### src/rtl/seq_divider_if.sv
// Handshake and result bundle for seq_divider.
// master drives the request; slave (the divider) returns status and results.
interface seq_divider_if #(
   parameter int unsigned WIDTH = 8
);
   logic             start;
   logic [WIDTH-1:0] dividend;
   logic [WIDTH-1:0] divisor;
   logic             busy;
   logic             done;
   logic [WIDTH-1:0] quotient;
   logic [WIDTH-1:0] remainder;
   logic             div_by_zero;

   modport master (
      output start, dividend, divisor,
      input  busy, done, quotient, remainder, div_by_zero
   );

   modport slave (
      input  start, dividend, divisor,
      output busy, done, quotient, remainder, div_by_zero
   );
endinterface

### src/rtl/seq_divider.sv
// Sequential restoring divider, one quotient bit per cycle, MSB first.
// Define DIV_SIGNED_EN for two's-complement operands (truncating toward zero).
module seq_divider #(
   parameter int unsigned WIDTH = 8
) (
   input logic         clk,
   input logic         rst_n,
   seq_divider_if.slave bus
);
   localparam int unsigned CntW = $clog2(WIDTH + 1);
   localparam logic [CntW-1:0] LastCnt = CntW'(WIDTH - 1);

   typedef enum logic [1:0] {StIdle, StCalc, StDone} state_e;

   state_e           state_q, state_d;
   logic [CntW-1:0]  cnt_q, cnt_d;
   logic [WIDTH:0]   prem_q, prem_d;
   logic [WIDTH-1:0] shq_q, shq_d;
   logic [WIDTH-1:0] dvs_q, dvs_d;
   logic [WIDTH-1:0] quo_q, quo_d;
   logic [WIDTH-1:0] rem_q, rem_d;
   logic             dbz_q, dbz_d;

   logic [WIDTH:0]   shifted, trial;
   logic [WIDTH-1:0] quo_next, rem_next;
   logic [WIDTH-1:0] a_mag, b_mag, q_fin, r_fin;

`ifdef DIV_SIGNED_EN
   logic qneg_q, qneg_d, rneg_q, rneg_d;

   always_comb begin
      a_mag = bus.dividend[WIDTH-1] ? -bus.dividend : bus.dividend;
      b_mag = bus.divisor[WIDTH-1]  ? -bus.divisor  : bus.divisor;
      q_fin = qneg_q ? -quo_next : quo_next;
      r_fin = rneg_q ? -rem_next : rem_next;
   end
`else
   always_comb begin
      a_mag = bus.dividend;
      b_mag = bus.divisor;
      q_fin = quo_next;
      r_fin = rem_next;
   end
`endif

   // Trial subtraction; the MSB of trial is the borrow (shifted < divisor).
   always_comb begin
      shifted  = {prem_q[WIDTH-1:0], shq_q[WIDTH-1]};
      trial    = shifted - {1'b0, dvs_q};
      quo_next = {shq_q[WIDTH-2:0], ~trial[WIDTH]};
      rem_next = trial[WIDTH] ? shifted[WIDTH-1:0] : trial[WIDTH-1:0];
   end

   always_comb begin
      state_d = state_q;
      cnt_d   = cnt_q;
      prem_d  = prem_q;
      shq_d   = shq_q;
      dvs_d   = dvs_q;
      quo_d   = quo_q;
      rem_d   = rem_q;
      dbz_d   = dbz_q;
`ifdef DIV_SIGNED_EN
      qneg_d  = qneg_q;
      rneg_d  = rneg_q;
`endif
      unique case (state_q)
         StIdle: begin
            if (bus.start) begin
               cnt_d   = '0;
               prem_d  = '0;
               dvs_d   = b_mag;
               // Zero divisor keeps the raw dividend so it can be returned as remainder.
               shq_d   = (bus.divisor == '0) ? bus.dividend : a_mag;
`ifdef DIV_SIGNED_EN
               qneg_d  = bus.dividend[WIDTH-1] ^ bus.divisor[WIDTH-1];
               rneg_d  = bus.dividend[WIDTH-1];
`endif
               state_d = StCalc;
            end
         end
         StCalc: begin
            if (dvs_q == '0) begin
               quo_d   = '1;
               rem_d   = shq_q;
               dbz_d   = 1'b1;
               state_d = StDone;
            end else begin
               prem_d = trial[WIDTH] ? shifted : trial;
               shq_d  = quo_next;
               cnt_d  = cnt_q + CntW'(1);
               if (cnt_q == LastCnt) begin
                  quo_d   = q_fin;
                  rem_d   = r_fin;
                  dbz_d   = 1'b0;
                  state_d = StDone;
               end
            end
         end
         StDone:  state_d = StIdle;
         default: state_d = StIdle;
      endcase
   end

   always_ff @(posedge clk or negedge rst_n) begin
      if (!rst_n) begin
         state_q <= StIdle;
         cnt_q   <= '0;
         prem_q  <= '0;
         shq_q   <= '0;
         dvs_q   <= '0;
         quo_q   <= '0;
         rem_q   <= '0;
         dbz_q   <= 1'b0;
`ifdef DIV_SIGNED_EN
         qneg_q  <= 1'b0;
         rneg_q  <= 1'b0;
`endif
      end else begin
         state_q <= state_d;
         cnt_q   <= cnt_d;
         prem_q  <= prem_d;
         shq_q   <= shq_d;
         dvs_q   <= dvs_d;
         quo_q   <= quo_d;
         rem_q   <= rem_d;
         dbz_q   <= dbz_d;
`ifdef DIV_SIGNED_EN
         qneg_q  <= qneg_d;
         rneg_q  <= rneg_d;
`endif
      end
   end

   assign bus.busy        = (state_q == StCalc);
   assign bus.done        = (state_q == StDone);
   assign bus.quotient    = quo_q;
   assign bus.remainder   = rem_q;
   assign bus.div_by_zero = dbz_q;
endmodule

### src/flat_wrapper.sv
// flat-port wrapper written by rule: the top's interface ports become plain ports
module seq_divider_flat 
#(
   parameter int unsigned WIDTH = 8
)
  (clk, rst_n, bus_start, bus_dividend, bus_divisor, bus_busy, bus_done, bus_quotient, bus_remainder, bus_div_by_zero);
  seq_divider_if #(.WIDTH(WIDTH)) bus_i ();
  input logic clk;
  input logic rst_n;
  input wire logic [$bits(bus_i.start)-1:0] bus_start;
  input wire logic [$bits(bus_i.dividend)-1:0] bus_dividend;
  input wire logic [$bits(bus_i.divisor)-1:0] bus_divisor;
  output wire logic [$bits(bus_i.busy)-1:0] bus_busy;
  output wire logic [$bits(bus_i.done)-1:0] bus_done;
  output wire logic [$bits(bus_i.quotient)-1:0] bus_quotient;
  output wire logic [$bits(bus_i.remainder)-1:0] bus_remainder;
  output wire logic [$bits(bus_i.div_by_zero)-1:0] bus_div_by_zero;
  assign bus_i.start = bus_start;
  assign bus_i.dividend = bus_dividend;
  assign bus_i.divisor = bus_divisor;
  assign bus_busy = bus_i.busy;
  assign bus_done = bus_i.done;
  assign bus_quotient = bus_i.quotient;
  assign bus_remainder = bus_i.remainder;
  assign bus_div_by_zero = bus_i.div_by_zero;
  seq_divider #(.WIDTH(WIDTH)) u_core (.clk(clk), .rst_n(rst_n), .bus(bus_i));
endmodule
### config.mk
export PLATFORM = sky130hd
export DESIGN_NAME = seq_divider_flat
export DESIGN_NICKNAME = d
export VERILOG_FILES = /design/src/rtl/seq_divider_if.sv /design/src/rtl/seq_divider.sv /design/src/flat_wrapper.sv
export SDC_FILE = /design/constraint.sdc
export NUM_CORES = 1
export LEC_CHECK = 0
export BUFFER_PORTS_ARGS = -buffer_cell sky130_fd_sc_hd__buf_4
export CAP_MARGIN = 20
export CORE_AREA = 2 2 74 62
export CTS_CLUSTER_SIZE = 40
export DETAILED_ROUTE_END_ITERATION = 10
export DIE_AREA = 0 0 76 64
export PLACE_DENSITY = 0.92
export REMOVE_ABC_BUFFERS = 1
export SYNTH_ARGS = -nofsm -noshare
export SYNTH_HDL_FRONTEND = slang
export SYNTH_SLANG_ARGS = --single-unit
export TNS_END_PERCENT = 50
### constraint.sdc
create_clock -name clk -period 5.2 [get_ports clk]
set_input_delay 1.3 -clock clk [delete_from_list [all_inputs] [get_ports clk]]
set_output_delay 1.3 -clock clk [all_outputs]
set_load 0.02 [all_outputs]
==> metrics.md <==
| Metric | Value |
|---|---|
| Clk_lat worst skew | `300 ps` |
| Reg2reg start | `u_core.shq_q[7]$_DFFE_PN0P_` |
| # diodes | `0` |
| Hold Crit Start | `u_core.bus.quotient[4]$_DFFE_PN0P_` |
| Placed cell area | `2770 µm²` |
| Cell Area, Synth | `2460 µm²` |
| Lkg Pwr | `1.36 nW` |
| Num CTS Buffers | `5` |
| Synth unique cells | `39` |
| RSZ-0062 raised after global routing | `false` |
| Startpoint Class | `flip-flop` |
| FF+latch area | `1180 µm²` |
| Setup Skew | `16.5 ps` |
| Setup Buffers After CTS | `0` |
| First-pass GRT wire length | `10.4 mm` |
| CTS tree | `built` |
| Initial antenna violation count | `0` |
| Worst hold path type | `reg -> reg` |
| Slew HR | `0.245` |
| Clk slew on worst S/H paths | `100 ps` |
| CTS resizes | `0` |
| Run status | `finished, final reports clean` |
| Synth Instances | `264` |
| Number of global-route vias before repair | `2195` |
| GR Overflow Total | `0` |
| Ys Warns | `0` |
| Drt wl/cell | `16.7 µm` |
| Initial drt markers | `199` |
| Most frequent cell after synthesis | `nand2_1` |
| GR Util All Layers | `0.271` |
| WP data required | `5390 ps` |
| Commonest cells post-synth | `nand2_1 (53), dfrtp_1 (47), o21ai_0 (24), nor2_1 (19), nand3_1 (17)` |
| Yosys top cell by area | `dfrtp_1` |
| Pwr dens | `813 nW/µm²` |
| Avg Cell Area, Syn | `9.31 µm²` |
| Max Buffers Root-to-Sink | `2` |
| Worst setup EP type | `flip-flop` |
| Place WS | `1910 ps` |
| Cts hold-fix bufs | `0` |
| DR vias/cell | `6.03` |
| Setup violations, final | `0` |
| Final hold violations | `0` |
| Top Ports | `38` |
| Final GP Congestion | `0.866` |
| Starting Density | `0.603` |
| Placeable Area | `4070 µm²` |
| Sequential group share of total power | `0.293` |
| FP Rows | `21` |
| FILL cells | `301` |
| Setup TNS | `0 ps` |
| FFs w/ async S/R, synth | `1.00` |
| Fmax | `299 MHz` |
| Layout cell share with drive strength beyond 1 | `0.177` |
| Final Max Tran Viols | `0` |
| Die height | `64 µm` |
| Max-Cap Viols | `0` |
| Sw power | `0.00110 W` |
| Die width | `76 µm` |
| Footprint of the multi-input gates | `1180 µm²` |
| Nets | `328` |
| DRC | `0` |
| Logic pwr share | `0.592` |
| Prevailing post-synth register cell | `dfrtp_1` |
| Design area | `2890 µm²` |
| CTS sink cnt | `47` |
| Sw Share | `0.470` |
| Synth top area share | `0.479` |
| Worst Tran Pin Value | `1130 ps` |
| CP Max Fanout | `12` |
| Fin crit share | `0.642` |
| Register bit total from synthesis | `47` |
| I/O Buffers | `37` |
| Root Buffer | `clkbuf_8` |
| Final antenna-violating net count | `0` |
| EDFF count, synth | `0` |
| HPWL Detailed | `4.21 mm` |
| Crit path kind | `reg -> reg` |
| Power Internal | `0.00125 W` |
| Worst Path Arrival | `3530 ps` |
| Critical path origin | `u_core.shq_q[7]$_DFFE_PN0P_` |
| H-tree depth | `2` |
| Sequential area share after synthesis | `0.479` |
| WL final | `5.97 mm` |
| Largest net degree at the start of global routing | `48` |
| Die ar. | `4860 µm²` |
| Fin worst setup slack | `1860 ps` |
| Max IR drop VDD | `0.000456 V` |
| Drt pass-1 iters | `5` |
| Clock Power Share | `0.115` |
| Synth area leaders | `dfrtp_1 (48%), nand2_1 (8.1%), o21ai_0 (4.9%)` |
| Vias after detailed routing | `2152` |
| Area added between synthesis and finish | `17.5%` |
| Period minus WS final | `3340 ps` |
-- per-stage QoR --
step	utilization	hold slack (ps)	power, W	instances
final	0.709	508	0.00235	357
after CTS	0.708	511	0.00233	356
after global routing	0.709	540	0.00254	357
after global placement	0.680	462	0.00198	348
after detailed placement	0.680	466	0.00205	348
after floorplan	-	472	0.00164	252
-- layer usage --
layer	routed length [µm]	global-route usage	vias up	share of wire
met2	2910	0.440	88	0.49
li1	-	-	992	-
met5	0	0	-	0
met3	400	0.0607	13	0.067
met4	68	0.0659	0	0.011
met1	2590	0.376	1059	0.43
-- kinds of logic (layout without fill, tap and decap cells) --
group,after synthesis,after routing,share of synthesized area
AO/OA/AOI/OAI,61,61,0.176
XOR/XNOR,7,7,0.0249
adder cells (fa/ha/maj),10,10,0.0540
buffers and inverters,25,61,0.0418
flip-flops,47,47,0.479
multiplexers,8,8,0.0331
AND/OR/NAND/NOR,106,106,0.192
-- worst max-delay path, cell delays in order, from the launching register on --
cell      delay, ps
dfrtp_1         400
inv_1            80
ha_1            160
inv_1            60
fa_1            440
a211oi_4        300
o211ai_2        140
a221oi_2        950
mux2_2          430
a221oi_1        280
-- flip-flops by register name, summed over array words and instances (netlist names) --
register,flops
u_core.bus.quotient,8
u_core.bus.remainder,8
u_core.dvs_q,8
u_core.prem_q,8
u_core.shq_q,8
u_core.cnt_q,4
u_core.state_q,2
u_core.bus.div_by_zero,1
-- layout make-up --
cell class | count | share of cell area
sequential | 47 | 0.407
clock inverter | 3 | 0.0160
timing repair buffer | 40 | 0.103
multi-input combinational | 192 | 0.408
inverter | 13 | 0.0169
tap | 57 | 0.0247
clock buffer | 5 | 0.0238
-- placed cells by master (no fill, tap or decap), types with 5 or more instances in the layout --
| cell type | n |
|---|---|
| clkbuf_8 | 5 |
| nand3_1 | 17 |
| a21oi_1 | 8 |
| ha_1 | 9 |
| a22oi_1 | 7 |
| mux2i_1 | 7 |
| nand2_1 | 53 |
| a221oi_1 | 6 |
| buf_4 | 39 |
| nor2_1 | 19 |
| nand3b_1 | 5 |
| inv_1 | 13 |
| dfrtp_1 | 47 |
| xor2_1 | 6 |
| o21ai_0 | 24 |
-- power groups by stage --
stage	clock network, W	logic, W	registers (W)
4_1_cts	0.000271	0.00138	0.000683
5_1_grt	0.000289	0.00155	0.000706
6_report	0.000270	0.00139	0.000687
3_5_place_dp	0	0.00136	0.000688
3_3_place_gp	0	0.00130	0.000680
2_1_floorplan	0	0.000909	0.000729
-- path summary, 6_finish.rpt --
path,depth (start not counted),to,slack (ps)
setup / recovery,9,u_core.bus.remainder[0]$_DFFE_PN0P_,1860
hold / removal,2,u_core.bus.quotient[4]$_DFFE_PN0P_,510
setup reg to reg,9,u_core.bus.remainder[0]$_DFFE_PN0P_,1860
hold reg to reg,2,u_core.bus.quotient[4]$_DFFE_PN0P_,510
max in group asynchronous,1,u_core.shq_q[7]$_DFFE_PN0P_,3810
min in group asynchronous,1,u_core.bus.div_by_zero$_DFFE_PN0P_,990
No activity file was read; power rests on OpenSTA's default activity.
